`config.mk`:
```
export PLATFORM = sky130hd
export DESIGN_NAME = spi_reg_arb_flat
export DESIGN_NICKNAME = d
export VERILOG_FILES = /design/src/rtl/spi_arb_pkg.sv /design/src/rtl/spi_reg_arb_if.sv /design/src/rtl/spi_arb_req_hold.sv /design/src/rtl/spi_reg_arb.sv /design/src/flat_wrapper.sv
export SDC_FILE = /design/constraint.sdc
export NUM_CORES = 1
export LEC_CHECK = 0
export ABC_AREA = 1
export ABC_CLOCK_PERIOD_IN_PS = 5600
export CORE_AREA = 5 5 65 111
export DETAILED_ROUTE_END_ITERATION = 10
export DIE_AREA = 0 0 70 116
export GPL_ROUTABILITY_DRIVEN = 0
export PLACE_DENSITY = 0.93
export SLEW_MARGIN = 15
export SYNTH_ARGS = -nofsm -noshare
export SYNTH_HDL_FRONTEND = slang
export SYNTH_SLANG_ARGS = --single-unit
```
`constraint.sdc`:
```
create_clock -name i_clk -period 5.6 [get_ports i_clk]
set_clock_uncertainty 0.15 [all_clocks]
set_input_delay 1.68 -clock i_clk [delete_from_list [all_inputs] [get_ports i_clk]]
set_output_delay 1.68 -clock i_clk [all_outputs]
set_load 0.02 [all_outputs]
```
`src/rtl/spi_arb_pkg.sv`:
```
// Shared types and default widths for the SPI/OWT register-port arbiter.
package spi_arb_pkg;

    localparam int unsigned DEF_REG_AW = 7;
    localparam int unsigned DEF_REG_DW = 8;

    typedef enum logic [1:0] {
        IDLE  = 2'd0,
        ISSUE = 2'd1,
        WAIT  = 2'd2,
        DONE  = 2'd3
    } state_t;

    typedef enum logic [1:0] {
        SRC_SPI  = 2'd0,
        SRC_OWT  = 2'd1,
        SRC_NONE = 2'd2
    } src_t;

endpackage

```
`src/rtl/spi_reg_arb_if.sv`:
```
// Requester and register-file signals of the arbiter.
// master: arbiter side. slave: requesters plus register file.
interface spi_reg_arb_if #(
    parameter int unsigned REG_AW = spi_arb_pkg::DEF_REG_AW,
    parameter int unsigned REG_DW = spi_arb_pkg::DEF_REG_DW
) ();

    logic              i_spi_req;
    logic              i_spi_wr;
    logic [REG_AW-1:0] i_spi_addr;
    logic [REG_DW-1:0] i_spi_wdata;
    logic              o_spi_done;
    logic [REG_DW-1:0] o_spi_rdata;
    logic              o_spi_err;

    logic              i_owt_req;
    logic              i_owt_wr;
    logic [REG_AW-1:0] i_owt_addr;
    logic [REG_DW-1:0] i_owt_wdata;
    logic              o_owt_done;
    logic [REG_DW-1:0] o_owt_rdata;
    logic              o_owt_err;

    logic              o_reg_wen;
    logic              o_reg_ren;
    logic [REG_AW-1:0] o_reg_addr;
    logic [REG_DW-1:0] o_reg_wdata;
    logic              i_reg_ack;
    logic [REG_DW-1:0] i_reg_rdata;

    modport master (
        input  i_spi_req, i_spi_wr, i_spi_addr, i_spi_wdata,
        output o_spi_done, o_spi_rdata, o_spi_err,
        input  i_owt_req, i_owt_wr, i_owt_addr, i_owt_wdata,
        output o_owt_done, o_owt_rdata, o_owt_err,
        output o_reg_wen, o_reg_ren, o_reg_addr, o_reg_wdata,
        input  i_reg_ack, i_reg_rdata
    );

    modport slave (
        output i_spi_req, i_spi_wr, i_spi_addr, i_spi_wdata,
        input  o_spi_done, o_spi_rdata, o_spi_err,
        output i_owt_req, i_owt_wr, i_owt_addr, i_owt_wdata,
        input  o_owt_done, o_owt_rdata, o_owt_err,
        input  o_reg_wen, o_reg_ren, o_reg_addr, o_reg_wdata,
        output i_reg_ack, i_reg_rdata
    );

endinterface

```
`src/rtl/spi_arb_req_hold.sv`:
```
// Per-source request capture: pending flag, field latch and drop error pulse.
module spi_arb_req_hold import spi_arb_pkg::*; #(
    parameter int unsigned REG_AW = DEF_REG_AW,
    parameter int unsigned REG_DW = DEF_REG_DW
) (
    input  logic              i_clk,
    input  logic              i_rst,
    input  logic              i_req,
    input  logic              i_wr,
    input  logic [REG_AW-1:0] i_addr,
    input  logic [REG_DW-1:0] i_wdata,
    input  logic              i_grant,
    input  logic              i_inflight,
    output logic              o_pending,
    output logic              o_wr,
    output logic [REG_AW-1:0] o_addr,
    output logic [REG_DW-1:0] o_wdata,
    output logic              o_drop_err
);

    logic              pending_q;
    logic              wr_q;
    logic [REG_AW-1:0] addr_q;
    logic [REG_DW-1:0] wdata_q;
    logic              drop_q;
    logic              busy;

    // A request arriving while this source already owns a slot is dropped.
    assign busy = pending_q | i_inflight;

    // Accept or drop requests; the latch only moves on acceptance so it stays
    // stable for the whole transaction.
    always_ff @(posedge i_clk or posedge i_rst) begin
        if (i_rst) begin
            pending_q <= 1'b0;
            wr_q      <= 1'b0;
            addr_q    <= '0;
            wdata_q   <= '0;
            drop_q    <= 1'b0;
        end else begin
            drop_q <= i_req & busy;
            if (i_req && !busy) begin
                pending_q <= 1'b1;
                wr_q      <= i_wr;
                addr_q    <= i_addr;
                wdata_q   <= i_wdata;
            end else if (i_grant) begin
                pending_q <= 1'b0;
            end
        end
    end

    assign o_pending  = pending_q;
    assign o_wr       = wr_q;
    assign o_addr     = addr_q;
    assign o_wdata    = wdata_q;
    assign o_drop_err = drop_q;

endmodule

```
`src/rtl/spi_reg_arb.sv`:
```
// Round-robin arbiter between the SPI and OWT decoders for the single register
// port, with ack timeout and a minimum idle gap when switching sources.
module spi_reg_arb import spi_arb_pkg::*; #(
    parameter int unsigned REG_AW  = DEF_REG_AW,
    parameter int unsigned REG_DW  = DEF_REG_DW,
    parameter int unsigned MIX_GAP = 100,
    parameter int unsigned TMO_CYC = 15
) (
    input logic           i_clk,
    input logic           i_rst,
    spi_reg_arb_if.master bus
);

    localparam int unsigned GAP_W = (MIX_GAP > 0) ? $clog2(MIX_GAP + 1) : 1;
    localparam int unsigned TMO_W = $clog2(TMO_CYC + 1);

    state_t            state_q, state_d;
    src_t              gnt_q, gnt_d;
    src_t              last_q, last_d;
    logic              rr_q, rr_d;        // 0: SPI wins a tie, 1: OWT wins
    logic [GAP_W-1:0]  gap_q, gap_d;
    logic [TMO_W-1:0]  tmo_q, tmo_d;
    logic              tmo_flag_q, tmo_flag_d;
    logic [REG_DW-1:0] rdata_q, rdata_d;

    logic              spi_pend, owt_pend;
    logic              spi_wr, owt_wr;
    logic [REG_AW-1:0] spi_addr, owt_addr;
    logic [REG_DW-1:0] spi_wdata, owt_wdata;
    logic              spi_drop, owt_drop;
    logic              spi_gnt, owt_gnt;
    logic              spi_infl, owt_infl;
    logic              spi_elig, owt_elig, gap_ok;
    logic              cur_wr;
    logic [REG_AW-1:0] cur_addr;
    logic [REG_DW-1:0] cur_wdata;
    logic              active;

    spi_arb_req_hold #(
        .REG_AW (REG_AW),
        .REG_DW (REG_DW)
    ) u_hold_spi (
        .i_clk      (i_clk),
        .i_rst      (i_rst),
        .i_req      (bus.i_spi_req),
        .i_wr       (bus.i_spi_wr),
        .i_addr     (bus.i_spi_addr),
        .i_wdata    (bus.i_spi_wdata),
        .i_grant    (spi_gnt),
        .i_inflight (spi_infl),
        .o_pending  (spi_pend),
        .o_wr       (spi_wr),
        .o_addr     (spi_addr),
        .o_wdata    (spi_wdata),
        .o_drop_err (spi_drop)
    );

    spi_arb_req_hold #(
        .REG_AW (REG_AW),
        .REG_DW (REG_DW)
    ) u_hold_owt (
        .i_clk      (i_clk),
        .i_rst      (i_rst),
        .i_req      (bus.i_owt_req),
        .i_wr       (bus.i_owt_wr),
        .i_addr     (bus.i_owt_addr),
        .i_wdata    (bus.i_owt_wdata),
        .i_grant    (owt_gnt),
        .i_inflight (owt_infl),
        .o_pending  (owt_pend),
        .o_wr       (owt_wr),
        .o_addr     (owt_addr),
        .o_wdata    (owt_wdata),
        .o_drop_err (owt_drop)
    );

    // Transaction ownership, eligibility and the granted source's latched fields.
    always_comb begin
        active    = (state_q != IDLE);
        spi_infl  = active && (gnt_q == SRC_SPI);
        owt_infl  = active && (gnt_q == SRC_OWT);
        gap_ok    = (gap_q == GAP_W'(MIX_GAP));
        spi_elig  = spi_pend && ((last_q == SRC_SPI) || (last_q == SRC_NONE) || gap_ok);
        owt_elig  = owt_pend && ((last_q == SRC_OWT) || (last_q == SRC_NONE) || gap_ok);
        cur_wr    = (gnt_q == SRC_OWT) ? owt_wr    : spi_wr;
        cur_addr  = (gnt_q == SRC_OWT) ? owt_addr  : spi_addr;
        cur_wdata = (gnt_q == SRC_OWT) ? owt_wdata : spi_wdata;
    end

    // Next-state: arbitration in IDLE, strobe, ack/timeout wait, completion.
    always_comb begin
        state_d    = state_q;
        gnt_d      = gnt_q;
        last_d     = last_q;
        rr_d       = rr_q;
        tmo_d      = tmo_q;
        tmo_flag_d = tmo_flag_q;
        rdata_d    = rdata_q;
        spi_gnt    = 1'b0;
        owt_gnt    = 1'b0;
        gap_d      = gap_ok ? gap_q : gap_q + 1'b1;

        case (state_q)
            IDLE: begin
                if (spi_elig && (!owt_elig || !rr_q)) begin
                    spi_gnt = 1'b1;
                    gnt_d   = SRC_SPI;
                    rr_d    = 1'b1;
                    state_d = ISSUE;
                end else if (owt_elig) begin
                    owt_gnt = 1'b1;
                    gnt_d   = SRC_OWT;
                    rr_d    = 1'b0;
                    state_d = ISSUE;
                end
            end
            ISSUE: begin
                tmo_d      = '0;
                tmo_flag_d = 1'b0;
                if (bus.i_reg_ack) begin
                    rdata_d = cur_wr ? '0 : bus.i_reg_rdata;
                    state_d = DONE;
                end else begin
                    state_d = WAIT;
                end
            end
            WAIT: begin
                if (bus.i_reg_ack) begin
                    rdata_d = cur_wr ? '0 : bus.i_reg_rdata;
                    state_d = DONE;
                end else if (tmo_q == TMO_W'(TMO_CYC - 1)) begin
                    tmo_flag_d = 1'b1;
                    rdata_d    = '0;
                    state_d    = DONE;
                end else begin
                    tmo_d = tmo_q + 1'b1;
                end
            end
            DONE: begin
                last_d  = gnt_q;
                state_d = IDLE;
            end
            default: state_d = IDLE;
        endcase

        // The gap count reads 0 during DONE, so the ack cycle anchors the gap.
        if (state_d == DONE) begin
            gap_d = '0;
        end
    end

    // State registers; reset aborts any transaction without a done pulse.
    always_ff @(posedge i_clk or posedge i_rst) begin
        if (i_rst) begin
            state_q    <= IDLE;
            gnt_q      <= SRC_NONE;
            last_q     <= SRC_NONE;
            rr_q       <= 1'b0;
            gap_q      <= GAP_W'(MIX_GAP);
            tmo_q      <= '0;
            tmo_flag_q <= 1'b0;
            rdata_q    <= '0;
        end else begin
            state_q    <= state_d;
            gnt_q      <= gnt_d;
            last_q     <= last_d;
            rr_q       <= rr_d;
            gap_q      <= gap_d;
            tmo_q      <= tmo_d;
            tmo_flag_q <= tmo_flag_d;
            rdata_q    <= rdata_d;
        end
    end

    // Register-bus strobes and per-source completion outputs.
    always_comb begin
        bus.o_reg_wen   = (state_q == ISSUE) && cur_wr;
        bus.o_reg_ren   = (state_q == ISSUE) && !cur_wr;
        bus.o_reg_addr  = active ? cur_addr  : '0;
        bus.o_reg_wdata = active ? cur_wdata : '0;
        bus.o_spi_done  = (state_q == DONE) && (gnt_q == SRC_SPI);
        bus.o_owt_done  = (state_q == DONE) && (gnt_q == SRC_OWT);
        bus.o_spi_rdata = bus.o_spi_done ? rdata_q : '0;
        bus.o_owt_rdata = bus.o_owt_done ? rdata_q : '0;
        bus.o_spi_err   = spi_drop | (bus.o_spi_done & tmo_flag_q);
        bus.o_owt_err   = owt_drop | (bus.o_owt_done & tmo_flag_q);
    end

endmodule

```
`src/flat_wrapper.sv`:
```
// flat-port wrapper written by rule: the top's interface ports become plain ports
module spi_reg_arb_flat import spi_arb_pkg::*;
#(
    parameter int unsigned REG_AW  = DEF_REG_AW,
    parameter int unsigned REG_DW  = DEF_REG_DW,
    parameter int unsigned MIX_GAP = 100,
    parameter int unsigned TMO_CYC = 15
)
  (i_clk, i_rst, bus_i_spi_req, bus_i_spi_wr, bus_i_spi_addr, bus_i_spi_wdata, bus_o_spi_done, bus_o_spi_rdata, bus_o_spi_err, bus_i_owt_req, bus_i_owt_wr, bus_i_owt_addr, bus_i_owt_wdata, bus_o_owt_done, bus_o_owt_rdata, bus_o_owt_err, bus_o_reg_wen, bus_o_reg_ren, bus_o_reg_addr, bus_o_reg_wdata, bus_i_reg_ack, bus_i_reg_rdata);
  spi_reg_arb_if #(.REG_AW(REG_AW), .REG_DW(REG_DW)) bus_i ();
  input logic i_clk;
  input logic i_rst;
  input wire logic [$bits(bus_i.i_spi_req)-1:0] bus_i_spi_req;
  input wire logic [$bits(bus_i.i_spi_wr)-1:0] bus_i_spi_wr;
  input wire logic [$bits(bus_i.i_spi_addr)-1:0] bus_i_spi_addr;
  input wire logic [$bits(bus_i.i_spi_wdata)-1:0] bus_i_spi_wdata;
  output wire logic [$bits(bus_i.o_spi_done)-1:0] bus_o_spi_done;
  output wire logic [$bits(bus_i.o_spi_rdata)-1:0] bus_o_spi_rdata;
  output wire logic [$bits(bus_i.o_spi_err)-1:0] bus_o_spi_err;
  input wire logic [$bits(bus_i.i_owt_req)-1:0] bus_i_owt_req;
  input wire logic [$bits(bus_i.i_owt_wr)-1:0] bus_i_owt_wr;
  input wire logic [$bits(bus_i.i_owt_addr)-1:0] bus_i_owt_addr;
  input wire logic [$bits(bus_i.i_owt_wdata)-1:0] bus_i_owt_wdata;
  output wire logic [$bits(bus_i.o_owt_done)-1:0] bus_o_owt_done;
  output wire logic [$bits(bus_i.o_owt_rdata)-1:0] bus_o_owt_rdata;
  output wire logic [$bits(bus_i.o_owt_err)-1:0] bus_o_owt_err;
  output wire logic [$bits(bus_i.o_reg_wen)-1:0] bus_o_reg_wen;
  output wire logic [$bits(bus_i.o_reg_ren)-1:0] bus_o_reg_ren;
  output wire logic [$bits(bus_i.o_reg_addr)-1:0] bus_o_reg_addr;
  output wire logic [$bits(bus_i.o_reg_wdata)-1:0] bus_o_reg_wdata;
  input wire logic [$bits(bus_i.i_reg_ack)-1:0] bus_i_reg_ack;
  input wire logic [$bits(bus_i.i_reg_rdata)-1:0] bus_i_reg_rdata;
  assign bus_i.i_spi_req = bus_i_spi_req;
  assign bus_i.i_spi_wr = bus_i_spi_wr;
  assign bus_i.i_spi_addr = bus_i_spi_addr;
  assign bus_i.i_spi_wdata = bus_i_spi_wdata;
  assign bus_o_spi_done = bus_i.o_spi_done;
  assign bus_o_spi_rdata = bus_i.o_spi_rdata;
  assign bus_o_spi_err = bus_i.o_spi_err;
  assign bus_i.i_owt_req = bus_i_owt_req;
  assign bus_i.i_owt_wr = bus_i_owt_wr;
  assign bus_i.i_owt_addr = bus_i_owt_addr;
  assign bus_i.i_owt_wdata = bus_i_owt_wdata;
  assign bus_o_owt_done = bus_i.o_owt_done;
  assign bus_o_owt_rdata = bus_i.o_owt_rdata;
  assign bus_o_owt_err = bus_i.o_owt_err;
  assign bus_o_reg_wen = bus_i.o_reg_wen;
  assign bus_o_reg_ren = bus_i.o_reg_ren;
  assign bus_o_reg_addr = bus_i.o_reg_addr;
  assign bus_o_reg_wdata = bus_i.o_reg_wdata;
  assign bus_i.i_reg_ack = bus_i_reg_ack;
  assign bus_i.i_reg_rdata = bus_i_reg_rdata;
  spi_reg_arb #(.REG_AW(REG_AW), .REG_DW(REG_DW), .MIX_GAP(MIX_GAP), .TMO_CYC(TMO_CYC)) u_core (.i_clk(i_clk), .i_rst(i_rst), .bus(bus_i));
endmodule
```
======== Yosys cells after proc, flatten, opt, wreduce, memory -nomap -nowiden ========
Index checks and enable logic that the tools add are counted.
operators by class
  muxes and demuxes ....................... 39
  eq/ne operators ......................... 15
  bitwise logic cells ..................... 8
  add/sub/neg operators ................... 2
  reduce and logical (&&, ||, !) cells .... 33
operator list
  cell                   number
  $mux W8                8
  $mux W7                4
  $pmux W8 S2            1
  $mux W1                15
  $mux W2                6
  $logic_and A1 B1 Y1    11
  $reduce_bool A2 Y1     5
  $reduce_and A3 Y1      3
  $eq A2 B2 Y1 const B   4
  $mux W4                2
  $ne A2 B2 Y1 const B   4
  $pmux W2 S4            1
  $pmux W4 S2            1
  $add A7 B1 Y7 const B  1
  $eq A7 B7 Y1 const B   1
  $eq A2 B1 Y1 const B   3
  $logic_not A2 Y1       3
  $logic_not A1 Y1       5
  $logic_or A1 B1 Y1     5
  $add A4 B1 Y4 const B  1
  $and A1 B1 Y1          4
  $eq A4 B4 Y1 const B   1
  $or A1 B1 Y1           4
  $ne A3 B2 Y1 const B   1
  other kinds (3)        3
word-level totals
  word-level logic and storage cells ...... 115
  flip-flop bits (word level) ............. 63
  output and inout bits ................... 37

======== Depth between registers and ports, before layout ========
Gate-level depths: netlist of the first run.
  depth after elaboration ................. 11
  mapped depth ............................ 12

======== By module ========
A second synthesis of the first run with hierarchy kept.
second synthesis, totals
  cell total of the unflattened synthesis .. 400
  area total of the unflattened synthesis .. 3293.2 sq um
by module, submodules not included
  module            cells each  times used  area each (sq um)  seq. area each (sq um)
  spi_reg_arb       246         1           1844.3             681.9
  spi_arb_req_hold  77          2           724.4              450.4

======== Worst setup path after synthesis of the first run ========
No wires, ideal clock.
  kind .................................... register to output
  start ................................... register u_core.state_q[0]
  end ..................................... output bus_o_spi_err
  path slack .............................. 1818 ps
  arrival ................................. 1952 ps
  path buffers ............................ 0
  stages on the path, launching flop included .. 6
  cells stage by stage .................... dfrtp_1 > ha_1 > inv_1 > nor3_1 > clkinv_1 > o21bai_1
on the way
  cells in the longest elaborated chain, start to end .. 4
RTL lines
  element                   RTL line            RTL
  start, declared           spi_reg_arb.sv:17   state_t state_q, state_d;
  start signal, assigned    spi_reg_arb.sv:164  state_q <= state_d;
  $eq A2 B2 Y1              spi_reg_arb.sv:181  bus.o_spi_done = (state_q == DONE) && (gnt_q == SRC_SPI);
  $logic_and A1 B1 Y1       spi_reg_arb.sv:181
  named net bus_o_spi_done  flat_wrapper.sv:17  output wire logic [$bits(bus_i.o_spi_done)-1:0] bus_o_spi_done;
  $and A1 B1 Y1             spi_reg_arb.sv:185  bus.o_spi_err = spi_drop | (bus.o_spi_done & tmo_flag_q);
  $or A1 B1 Y1              spi_reg_arb.sv:185
  end, declared             flat_wrapper.sv:19  output wire logic [$bits(bus_i.o_spi_err)-1:0] bus_o_spi_err;
The timed path passes the listed nets, and every way through them passes these cells.

======== Worst setup path in the final report of the first run ========
  start ................................... register u_core.state_q[1]
  end ..................................... output bus_o_spi_err
on the way
  cells in the longest elaborated chain, start to end .. 4
RTL lines
  element              RTL line
  $eq A2 B2 Y1         spi_reg_arb.sv:181
  $logic_and A1 B1 Y1  spi_reg_arb.sv:181
  $and A1 B1 Y1        spi_reg_arb.sv:185
  $or A1 B1 Y1         spi_reg_arb.sv:185
No other way between the ends.

==> reports/metrics.yaml, run 1 <==
drc: 0
critPathMaxFanout: 9
status: "complete, no violations"
clock_latency_ns: 0.34
cts-buffers-inserted: 9
dr.pass1.iters: 6
crit_required_ns: 3.77
syn-cell-area_mm2: 0.00317
area_growth_pct: 33.6
antenna_found_initial: 0
ctsResizeCount: 0
syn-num-nets: 379
rsz0062_at_grt: "false"
fin_tns_setup_ns: 0
ys_types: 34
cts_buffer_depth: 2
max_slew.worst_pin.slew_ns: 0.574
async_flop_share_pct: 100
num-fill-cells: 448
hp-class: "reg2reg"
root_buffer: "clkbuf_8"
tritoncts: "done"
post_cts_buffers: 0
drv_cap: 0
period_minus_slack_ns: 4.25
startpoint_type: "flop"
hold_viol: 0
synth-seq-area-share_pct: 49.9
synth_seq_cells: 63
totalWireLength_mm: 7.69
grt_remaining_overflow: 0
setup_viol: 0
synth-edff-count: 0
hpwl_mm: 5.57
critical_path.max_stage_delay_ns: 0.62
fmax_mhz: 236
post-route-period-util_pct: 75.8
arrival_ns: 2.42
ys.flop_type: "dfrtp_1"
die-height_um: 116
h-tree-depth: 3
diodes: 0
grt_pass1_wl_mm: 12.7
grt_max_degree: 35
clock_sinks: 63
start_util_pct: 51.4
vias: 2613
ios: 82
port_buffers: 81
row_count: 38
relSlewSlack_pct: 61.7
path_clk_slew_ns: 0.07
slew_violations: 0
die-area_mm2: 0.00812
worstSetupEndpointType: "output port"
path_cells: "ha_1, inv_1, nor3_1, clkinv_1, o21bai_1, clkdlybuf4s50_1"
cp_slowest_cell: "clkdlybuf4s50_1"
syn_area_per_cell_um2: 9.80
worstSetupPathType: "reg2out"
track_usage_pct: 20.0
grt_pass1_vias: 2820
p_per_area_mw_per_mm2: 574
antenna_left: 0
drive_gt1_share_pct: 16.1
vdd_drop_max_mv: 0.380
routedWlPerCell_um: 15.5
hold-worst-slack_ns: 0.328
syn_inst: 324
core_mm2: 0.00618
leakagePower_nw: 1.94
nets: 465
yosysWarningCount: 0
ctsHoldBuffers: 0
drtIter0Drc: 146
viasPerCell: 5.28
dieWidth_um: 70
## report_power, final
| part | switching [mW] | internal [mW] | leakage, nW | total, mW |
|---|---|---|---|---|
| Combinational | 0.720 | 0.558 | 1.07 | 1.28 |
| Sequential | 0.125 | 0.649 | 0.763 | 0.774 |
| Clock | 0.176 | 0.209 | 0.0987 | 0.384 |
| Total | 1.02 | 1.42 | 1.94 | 2.44 |
## layout make-up
type,instances,area (um2),share of cell area (%)
multi-input cells,213,1390,32.7
repair buffers,82,818,19.3
flip-flops and latches,63,1580,37.3
inverters,41,156,3.69
well taps,80,100,2.36
clock buffers,14,183,4.31
clock inverters,2,12.5,0.295
## synth_stat cells, types with 2 or more instances
cell type	instances	share of area [%]
dfrtp_1	58	46
nor2_1	58	6.9
inv_1	35	4.1
o21ai_0	34	5.4
nand2_1	23	2.7
nand3_1	18	2.8
mux2_4	16	7.6
mux2_2	15	5.3
a21oi_1	13	2.0
ha_1	10	3.9
dfstp_2	5	4.1
xor2_1	5	1.4
clkbuf_1	3	0.35
inv_2	3	0.35
a21boi_0	2	0.47
buf_6	2	0.71
clkinv_1	2	0.24
nand2_2	2	0.39
nand2_4	2	0.71
nand3_4	2	1.1
nor2_2	2	0.39
o21bai_1	2	0.47
## cell families after synthesis
logic type | share of synthesized area (%)
AOI/OAI and AO/OA | 9.26
xor gates and xnor gates | 1.38
adders and majority gates | 3.94
buffers and inverters | 6.39
DFF | 49.9
muxes | 12.9
and+or+nand+nor | 16.3
## through the flow
step                      cells  utilization (%)  cell area [um2]  worst slack [ns]  total power, mW
final                       495             68.6             4240              1.35             2.44
after global routing        495             68.6             4240              1.18             2.60
after CTS                   495             68.6             4240              1.38             2.44
after detailed placement    479             65.5             4050              1.77             2.03
after global placement      479             65.5             4050              1.84             1.97
after floorplan             324                -             3170              1.82             1.60
## state kept, by name (all words and copies together), names as in the netlist
signal / cells
u_core.u_hold_spi.o_wdata: 8
u_core.u_hold_spi.o_addr: 7
u_core.tmo_q: 4
u_core.gap_q: 7
u_core.u_hold_spi.o_drop_err: 1
u_core.u_hold_spi.o_wr: 1
u_core.last_q: 2
u_core.state_q: 2
u_core.gnt_q: 2
u_core.u_hold_owt.o_wdata: 8
u_core.u_hold_spi.o_pending: 1
u_core.rr_q: 1
u_core.tmo_flag_q: 1
u_core.rdata_q: 8
u_core.u_hold_owt.o_addr: 7
u_core.u_hold_owt.o_drop_err: 1
u_core.u_hold_owt.o_pending: 1
u_core.u_hold_owt.o_wr: 1
## critical path: cells and delay by family (launching register included)
kind            cells  cell delay, ns
compound gates      1            0.21
fa+ha+maj           1            0.24
buf+inv             3            1.00
flops               1            0.40
simple gates        1            0.21
## cell usage in the layout, fill, tap and decap left out
cell / netlist / layout
a21oi_1: 13 / 13
a31oi_1: 1 / 1
clkbuf_1: 3 / 1
dfrtp_1: 58 / 58
dfstp_2: 5 / 5
inv_2: 3 / 4
nand2_1: 23 / 23
o22ai_1: 1 / 1
clkdlybuf4s50_1: 0 / 81
o21ai_0: 34 / 34
o32ai_1: 1 / 1
mux2_4: 16 / 16
ha_1: 10 / 10
clkinvlp_4: 0 / 1
o21bai_1: 2 / 2
nor2_4: 1 / 1
nand3b_1: 1 / 1
nand4_1: 1 / 1
inv_1: 35 / 34
xor2_1: 5 / 5
nor2_1: 58 / 58
a21boi_0: 2 / 2
clkbuf_8: 0 / 13
clkinv_2: 0 / 1
nand3_4: 2 / 2
nand3_2: 1 / 1
inv_4: 1 / 1
o21a_1: 1 / 1
nor2_2: 2 / 2
nand2_4: 2 / 2
nand3_1: 18 / 18
nor3_1: 1 / 1
mux2_2: 15 / 15
clkinv_1: 2 / 2
buf_4: 1 / 1
nand2_2: 2 / 2
## routing by layer
metal  vias to the layer above  global-route usage (%)  share of wire, %
li1                       1226                       -                 -
met1                      1269                    20.2                36
met2                        96                    38.0                56
met3                        22                    5.30               5.3
met4                         0                    8.70               2.7
met5                         -                       0                 0
## path summary, 6_finish.rpt
check / start / to / slack (ns) / cells after the start
worst max-delay path: u_core.state_q[1]$_DFF_PP0_ / bus_o_spi_err / 1.35 / 6
worst min-delay path: u_core.tmo_q[3]$_DFFE_PP0P_ / u_core.tmo_q[3]$_DFFE_PP0P_ / 0.33 / 1
worst max register to register: u_core.state_q[0]$_DFF_PP0_ / u_core.u_hold_spi.o_addr[0]$_DFFE_PP0P_ / 3.40 / 6
worst min register to register: u_core.tmo_q[3]$_DFFE_PP0P_ / u_core.tmo_q[3]$_DFFE_PP0P_ / 0.33 / 1
max in group asynchronous: i_rst / u_core.u_hold_owt.o_wdata[2]$_DFFE_PP0P_ / 2.88 / 3
min in group asynchronous: i_rst / u_core.u_hold_spi.o_addr[3]$_DFFE_PP0P_ / 1.57 / 2
No activity file was read; power rests on OpenSTA's default activity.
==> run 2, diff against run 1 <==
Settings changed: ABC_CLOCK_PERIOD_IN_PS 5600 to 4200, CORE_AREA 5 5 65 111 to 5 5 67 115, DIE_AREA 0 0 70 116 to 0 0 72 120, PLACE_DENSITY 0.93 to 0.89.
Clock period 5.6 ns to 4.2 ns, I/O delays scaled along.
==> reports/metrics.yaml, run 2 (synthesized netlist as in run 1, its figures left out) <==
dr.pass1.iters: 5
port_buffers: 81
nets: 466
worstSetupPathType: "reg2out"
grt_pass1_vias: 2782
final_common_cell: "clkdlybuf4s50_1"
crit_end: "bus_o_spi_err"
routedLengthMet1_mm: 2.85
row_count: 40
antenna_left: 0
antenna_found_initial: 0
drive_gt1_share_pct: 16.6
routedWlPerCell_um: 15.4
hold_viol: 0
root_buffer: "clkbuf_16"
tritoncts: "done"
start_util_pct: 47.3
die-area_mm2: 0.00864
diodes: 0
grt_max_degree: 33
totalWireLength_mm: 7.72
p_per_area_mw_per_mm2: 805
rsz0062_at_grt: "false"
relSlewSlack_pct: 72.5
cts_buffer_depth: 2
fin_util_pct: 65.5
ios: 82
vias: 2610
grt_pass1_wl_mm: 12.8
r2r-start: "u_core.state_q[0]$_DFF_PP0_"
grt_remaining_overflow: 0
drv_cap: 0
startpoint_type: "flop"
hpwl_mm: 5.73
hold-worst-slack_ns: 0.323
die-height_um: 120
slew_violations: 0
rr_endpoint: "u_core.u_hold_spi.o_addr[4]$_DFFE_PP0P_"
dr_wl_met2_mm: 4.22
path_clk_slew_ns: 0.06
setup_viol: 0
post_cts_buffers: 0
reg2regPathDepth: 6
status: "complete, no violations"
final_cell_mix: "clkdlybuf4s50_1 (81), nor2_1 (58), dfrtp_1 (58)"
ctsResizeCount: 0
hp-class: "reg2reg"
fin_tns_setup_ns: 0
track_usage_pct: 19.1
arrival_ns: 2.45
drtIter0Drc: 103
crit_start: "u_core.state_q[0]$_DFF_PP0_"
clock_latency_ns: 0.33
worstSetupEndpointType: "output port"
critical_path.max_stage_delay_ns: 0.64
cp_slowest_cell: "clkdlybuf4s50_1"
dr_wl_met3_um: 347
period_minus_slack_ns: 3.86
fmax_mhz: 259
critPathMaxFanout: 9
area_growth_pct: 38.4
drc: 0
clock_sinks: 63
crit_required_ns: 2.79
post-route-period-util_pct: 92.0
cts-buffers-inserted: 9
viasPerCell: 5.22
ctsHoldBuffers: 0
max_slew.worst_pin.slew_ns: 0.412
vdd_drop_max_mv: 0.602
h-tree-depth: 3
path_cells: "ha_1, inv_1, nor3_1, clkinv_1, o21bai_1, clkdlybuf4s50_1"
reg2reg_slack_ns: 2.00
dieWidth_um: 72
leakagePower_nw: 2.00
core_mm2: 0.00671
highest_layer: "met4"
[run 2: cell count changes in the layout (fill, tap and decap cells not counted)]
cell / before / now
buf_4: 1 / 2
clkinvlp_4: 1 / 2
clkbuf_16: 0 / 9
bufinv_16: 0 / 2
clkbuf_1: 1 / 0
clkbuf_8: 13 / 2
[run 2: critical path: cells and delay by family, from the launching register on]
family	cells	cell delay, ns
buf+inv	3	1.03
flops	1	0.39
fa+ha+maj	1	0.24
simple gates	1	0.24
compound gates	1	0.22
[run 2: through the flow]
| stage | instance area [um2] | setup WS, ns | instances | total power, mW |
|---|---|---|---|---|
| 2_1_floorplan | 3170 | 0.838 | 324 | 2.14 |
| 3_3_place_gp | 4060 | 0.865 | 484 | 2.63 |
| 3_5_place_dp | 4060 | 0.701 | 484 | 2.71 |
| 4_1_cts | 4390 | 0.339 | 500 | 3.55 |
| 5_1_grt | 4390 | 0.194 | 500 | 3.76 |
| 6_report | 4390 | 0.336 | 500 | 3.54 |
[run 2: area by class of cell]
cell class / instances / area [um2]
Fill cell: 508 / 2310
Sequential cell: 63 / 1580
Multi-Input combinational cell: 213 / 1390
Timing Repair Buffer: 83 / 826
Clock buffer: 11 / 253
Inverter: 41 / 156
Tap cell: 84 / 105
Clock inverter: 5 / 80.1
[run 2: routing by layer]
layer  vias to the layer above  track usage (%)
li1                       1240                -
met1                      1271             19.8
met2                        76             33.2
met3                        23             5.70
met4                         0             11.2
met5                         -                0
[run 2: worst min path at each step]
stage,startpoint,endpoint,slack (ns),cells after the start
floorplan,u_core.tmo_q[3]$_DFFE_PP0P_,u_core.tmo_q[3]$_DFFE_PP0P_,0.28,1
global placement,u_core.tmo_q[3]$_DFFE_PP0P_,u_core.tmo_q[3]$_DFFE_PP0P_,0.31,1
detailed placement,u_core.tmo_q[3]$_DFFE_PP0P_,u_core.tmo_q[3]$_DFFE_PP0P_,0.31,1
CTS,u_core.tmo_q[3]$_DFFE_PP0P_,u_core.tmo_q[3]$_DFFE_PP0P_,0.32,1
global route,u_core.tmo_q[3]$_DFFE_PP0P_,u_core.tmo_q[3]$_DFFE_PP0P_,0.34,1
finish,u_core.tmo_q[3]$_DFFE_PP0P_,u_core.tmo_q[3]$_DFFE_PP0P_,0.32,1
[run 2: where the power goes]
group / switching (mW) / total [mW] / internal [mW]
Combinational: 0.948 / 1.69 / 0.743
Clock: 0.263 / 0.813 / 0.550
Sequential: 0.164 / 1.03 / 0.867
Total: 1.38 / 3.54 / 2.16
==> RTL edit 1: new RTL, flow settings as in run 2 <==
The 3 values of `src_t` get a one-hot encoding in 3 bits.
--- a/src/rtl/spi_arb_pkg.sv
+++ b/src/rtl/spi_arb_pkg.sv
@@ -11,10 +11,10 @@
         DONE  = 2'd3
     } state_t;
 
-    typedef enum logic [1:0] {
-        SRC_SPI  = 2'd0,
-        SRC_OWT  = 2'd1,
-        SRC_NONE = 2'd2
+    typedef enum logic [2:0] {
+        SRC_SPI  = 3'b001,
+        SRC_OWT  = 3'b010,
+        SRC_NONE = 3'b100
     } src_t;
 
 endpackage
Formal check against the unedited RTL: no difference found for any inputs over 10 cycles, from zero or initial values and one cycle with i_rst high; not proved beyond that.
==> RTL edit 1 against run 2 <==
  * Count of clock-buffer cells in the layout is 1 higher
  * Synthesized area grew 0.32%
  * Sequential cell count rose by 1
  * First-iteration DRC count grew 0.97%
  * Highest routed layer unchanged
  * Setup slack improved by 0.048 ns
  * Largest cell class unchanged
  * Cell area down 1.5%
  * Routed wire length shrank 2.1%
  * Die area stayed put
Power is not compared: it rests on default switching activity, and its combinational part moved more than twofold at a synthesized area within 25%.
==> RTL edit 1: results (changes against run 2) <==
| Metric | Value |
|---|---|
| Static Leak | `2.042 nW` |
| Clock transition at path regs | `0.05 ns` |
| Clock root buffer | `clkbuf_16 (unchanged)` |
| Kind of critical path | `reg -> out (unchanged)` |
| Final Net Count | `484 (was 466)` |
| Status | `completed (unchanged)` |
| Yosys warning total | `0 (unchanged)` |
| Drt wl/cell | `14.55 µm (was 15.43 µm)` |
| TritonCTS buffer count | `9 (unchanged)` |
| Worst hold path class | `reg -> reg (unchanged)` |
| Maximum VDD drop | `0.0004787 V` |
| Placed instance area | `4051 µm² (was 4059 µm²)` |
| Reg-to-reg endpoint | `u_core.u_hold_spi.o_wdata[6] (was u_core.u_hold_spi.o_addr[4])` |
| Met3 Track Usage GR | `2.766% (was 5.700%)` |
| Ratio of cells with drive above 1 in the final layout | `13.10% (was 16.59%)` |
| Sequential fraction of the synthesis area | `50.49% (was 49.86%)` |
| CP max FO | `21 (was 9)` |
| Post-synth top cells | `59 x dfrtp_1, 47 x inv_1, 41 x nor2_1 (was 58 x dfrtp_1, 58 x nor2_1, 35 x inv_1)` |
| Async set-reset flop share out of synthesis | `100.0% (unchanged)` |
| Antenna violations before repair | `0 (unchanged)` |
| Syn nets | `400 (was 379)` |
| Largest net degree at the start of global routing | `49 (was 33)` |
| Max-slew violations | `0 (unchanged)` |
| ANT cells | `0 (unchanged)` |
| GRT met1 Usage | `19.89% (was 19.84%)` |
| Post-CTS resize count | `0 (unchanged)` |
| Htree depth | `3 (unchanged)` |
| Global-route wire length before repair | `12670 µm (was 12770 µm)` |
| Number of global-route vias before repair | `2812 (was 2782)` |
| Synth top area cells | `dfrtp_1 46%, a21oi_1 6.1%, inv_1 5.5% (was dfrtp_1 46%, mux2_4 7.6%, nor2_1 6.9%)` |
| Post-CTS Setup Bufs | `0 (unchanged)` |
| First-pass DRT Iterations | `4 (was 5)` |
| Actual slew at the worst max-slew pin | `0.9470 ns (was 0.4121 ns)` |
| Commonest non-fill, non-tap cell in the layout | `clkdlybuf4s50_1 (unchanged)` |
| DP HPWL | `5487 µm (was 5729 µm)` |
| Skew-Pair Late Insertion Delay | `0.32 ns` |
| Reg2Reg Depth | `8 (was 6)` |
| Crit Reg-Reg Startpoint | `u_core.state_q[0] (unchanged)` |
| Met2 usage in global routing | `34.74% (was 33.24%)` |
| Worst Setup EP | `bus_o_reg_addr[3] (was bus_o_spi_err)` |
| Flop-to-flop setup slack | `1.74 ns (was 2.00 ns)` |
| Distinct cells, synth | `33 (was 34)` |
| Gr usage total | `18.74% (was 19.15%)` |
| Violation count after the first detailed-route iteration | `104 (was 103)` |
| Arrival time worst endpoint | `2.41 ns (was 2.45 ns)` |
| Port bufs | `81 (unchanged)` |
| Post-DR vias/cell | `5.069 (was 5.220)` |
| Longest Clk Path Bufs | `2 (unchanged)` |
[RTL edit 1: cell families (layout without fill, tap and decap cells)]
| family | after synthesis | after routing | synth area share [%] |
|---|---|---|---|
| DFF | 64 | 64 | 50.49 |
| adders and majority gates | 8 | 8 | 3.144 |
| AOI/OAI and AO/OA | 82 | 82 | 13.56 |
| xor gates and xnor gates | 5 | 5 | 1.375 |
| buffers and inverters | 64 | 152 | 8.487 |
| and+or+nand+nor | 107 | 107 | 15.87 |
| muxes | 17 | 17 | 7.073 |
[RTL edit 1: through the flow]
stage	power [mW]	utilization (%)	setup WS, ns	instances
global route	2.292	64.50	0.2423	519
detailed placement	1.514	60.41	0.7439	504
global placement	1.486	60.41	0.8099	504
floorplan	1.216	-	1.138	347
CTS	2.189	64.50	0.3918	519
finish	2.176	64.50	0.3833	519
[RTL edit 1: cell type report]
class                      instances  area (µm²)
clock buffer                      12       256.5
clock inverter                     3       17.52
fill                             519        2381
sequential                        64        1608
multi-input combinational        219        1306
inverter                          53       198.9
tap                               84       105.1
timing repair buffer              84       833.3
[RTL edit 1: how the worst min path moves through the flow]
stage,endpoint,slack (ns),startpoint,cells after the start
4_1_cts,u_core.gnt_q[2],0.35,u_core.gnt_q[2],1
3_3_place_gp,u_core.u_hold_owt.o_addr[4],0.34,u_core.u_hold_owt.o_addr[4],1
2_1_floorplan,u_core.u_hold_owt.o_wdata[2],0.32,u_core.u_hold_owt.o_wdata[2],1
3_5_place_dp,u_core.u_hold_owt.o_wdata[1],0.34,u_core.u_hold_owt.o_wdata[1],1
6_report,u_core.gnt_q[2],0.35,u_core.gnt_q[2],1
5_1_grt,u_core.u_hold_owt.o_addr[2],0.36,u_core.u_hold_owt.o_addr[2],1
[RTL edit 1: routing by layer]
metal / wire, µm / vias up
met5: 0 / -
met4: 213 / 0
met1: 2844 / 1253
met2: 4146 / 72
met3: 349 / 13
li1: - / 1293
[RTL edit 1: worst max-delay path, cell delays in order (launching register included)]
cell	delay [ns]
dfrtp_1	0.40
inv_1	0.10
ha_1	0.29
inv_2	0.32
o21ai_0	0.17
a21oi_1	0.17
clkdlybuf4s50_1	0.64
[RTL edit 1: power breakdown]
group / leakage [nW] / switching [mW] / internal (mW)
sequential: 0.772 / 0.0432 / 0.666
combinational: 1.13 / 0.485 / 0.315
clock: 0.134 / 0.242 / 0.425
==> RTL edit 2: new RTL, settings of run 2 <==
Made on the original files. Change the package constant `DEF_REG_DW` from 8 to 12.
--- a/src/rtl/spi_arb_pkg.sv
+++ b/src/rtl/spi_arb_pkg.sv
@@ -2,7 +2,7 @@
 package spi_arb_pkg;
 
     localparam int unsigned DEF_REG_AW = 7;
-    localparam int unsigned DEF_REG_DW = 8;
+    localparam int unsigned DEF_REG_DW = 12;
 
     typedef enum logic [1:0] {
         IDLE  = 2'd0,
Interface: changed (6 resized); port bits go from 82 to 106. The function was not compared with the original's and may differ.
==> RTL edit 2 against run 2 <==
  * Routed wire length rose by 27%
  * Cell area rose by 19%
  * Setup slack got worse by 0.046 ns
  * Register-to-register slack got worse by 0.50 ns
  * Critical endpoint is now bus_o_reg_wdata[8]
  * Total power rose by 20%
  * Count of clock-buffer cells in the layout rose by 2
  * Highest routed layer unchanged
  * Synthesized area rose by 21%
  * Sequential cell count rose by 12
  * Largest cell class unchanged
  * Utilization rose by 12 points
  * Cell count rose by 15%
  * Sequential power rose by 21%
==> RTL edit 2: results (changes against run 2) <==
| Metric | Value |
|---|---|
| Status | `completed (unchanged)` |
| Clock root buffer | `clkbuf_16 (unchanged)` |
| Async set-reset flop share out of synthesis | `100.0% (unchanged)` |
| Synth top area cells | `dfrtp_1 46%, mux2_4 14%, nor2_1 7.2% (was dfrtp_1 46%, mux2_4 7.6%, nor2_1 6.9%)` |
| ANT cells | `0 (unchanged)` |
| Arrival time worst endpoint | `2.50 ns (was 2.45 ns)` |
| Worst path top cell family by delay | `buffers and inverters (unchanged)` |
| Final Net Count | `552 (was 466)` |
| Yosys warning total | `0 (unchanged)` |
| Combinational Power Share | `52.3% (was 47.8%)` |
| Flop-to-flop setup slack | `1.50 ns (was 2.00 ns)` |
| Sequential fraction of the synthesis area | `49.01% (was 49.86%)` |
| Sw frac | `40.48% (was 38.90%)` |
| Post-CTS Setup Bufs | `0 (unchanged)` |
| Syn nets | `450 (was 379)` |
| Slowest-stage cell, CP | `clkdlybuf4s50_1 (unchanged)` |
| Static Leak | `2.426 nW (was 1.999 nW)` |
| Port bufs | `105 (was 81)` |
| Post-synth top cells | `74 x nor2_1, 70 x dfrtp_1, 39 x inv_1 (was 58 x dfrtp_1, 58 x nor2_1, 35 x inv_1)` |
| Mux contribution to synthesized area | `14.95% (was 12.89%)` |
| CP max FO | `24 (was 9)` |
| Skew-Pair Late Insertion Delay | `0.34 ns` |
| First-pass DRT Iterations | `4 (was 5)` |
| Maximum VDD drop | `0.0006564 V (was 0.0006015 V)` |
| Max incr delay on CP | `0.62 ns (was 0.64 ns)` |
| TritonCTS buffer count | `9 (unchanged)` |
| Post-Synth XOR/XNOR Area | `1.368% (was 1.380%)` |
| Relative slew margins | `52.29% (was 72.52%)` |
| Distinct cells, synth | `34 (unchanged)` |
| Post-DRT Antenna Nets | `0 (unchanged)` |
| Antenna violations before repair | `0 (unchanged)` |
| Adder-cell share of the synthesized area | `3.256% (was 3.942%)` |
| Post-CTS resize count | `0 (unchanged)` |
| DP HPWL | `6928 µm (was 5729 µm)` |
| Violation count after the first detailed-route iteration | `183 (was 103)` |
| Compound-cell area share of the yosys netlist | `7.913% (was 9.263%)` |
| Ratio of cells with drive above 1 in the final layout | `16.16% (was 16.59%)` |
| Largest net degree at the start of global routing | `63 (was 33)` |
| Number of global-route vias before repair | `3276 (was 2782)` |
| Htree depth | `3 (unchanged)` |
| Clock transition at path regs | `0.06 ns (about the same)` |
| Psw | `1.711 mW (was 1.375 mW)` |
| Clock-net power | `770 µW (was 813 µW)` |
| Worst hold path class | `reg -> reg (unchanged)` |
| GRT Residual Overflow | `0 (unchanged)` |
| Via count | `3078 (was 2610)` |
| Drt wl/cell | `17.09 µm (was 15.43 µm)` |
| Global-route wire length before repair | `15750 µm (was 12770 µm)` |
| Gr usage total | `23.99% (was 19.15%)` |
| Longest Clk Path Bufs | `2 (unchanged)` |
==> RTL edit 2: final timing paths <==
kind	startpoint	endpoint	cells past startpoint
setup / recovery	u_core.state_q[0]	bus_o_reg_wdata[8]	6
max in group asynchronous	i_rst	u_core.gap_q[5]	3
hold / removal	u_core.last_q[1]	u_core.last_q[1]	2
setup reg to reg	u_core.gnt_q[1]	u_core.u_hold_owt.o_wdata[10]	6
hold reg to reg	u_core.last_q[1]	u_core.last_q[1]	2
min in group asynchronous	i_rst	u_core.u_hold_spi.o_wdata[1]	2
==> RTL edit 2: through the flow <==
stage          setup WS (ns)  util [%]  cells  area [µm²]  hold WS (ns)
2_1_floorplan         0.8883         -    383        3842        0.2925
3_3_place_gp          0.8506     73.30    558        4916        0.3039
3_5_place_dp          0.7605     73.30    558        4916        0.3427
4_1_cts               0.2990     77.71    573        5211        0.3518
5_1_grt               0.1873     77.71    573        5211        0.3717
6_report              0.2895     77.71    573        5211        0.3521
==> RTL edit 2: kinds of logic after synthesis <==
kind of cell,Yosys count
AO/OA/AOI/OAI,57
adder cells (fa/ha/maj),10
AND/OR/NAND/NOR,137
multiplexers,39
buffers and inverters,59
XOR/XNOR,6
flip-flops,75
==> RTL edit 2: layout make-up <==
cell class                 count  area, µm²
timing repair buffer         106       1071
clock buffer                  13      260.3
clock inverter                 2      35.03
sequential                    75       1883
multi-input combinational    249       1692
tap                           84      105.1
inverter                      44      165.2
fill                         423       1495
==> RTL edit 2: per-layer routing <==
layer,GRT usage [%],vias to the layer above,wire length (µm)
met5,0,-,0
met4,14.59,0,409
met2,42.51,129,5312
met1,25.66,1473,3536
met3,4.275,36,533
li1,-,1440,-
==> RTL edit 2: worst min-delay path: stages (launching register included) <==
cell and delay, ns:
dfstp_2 0.37, inv_1 0.07, a21oi_1 0.06
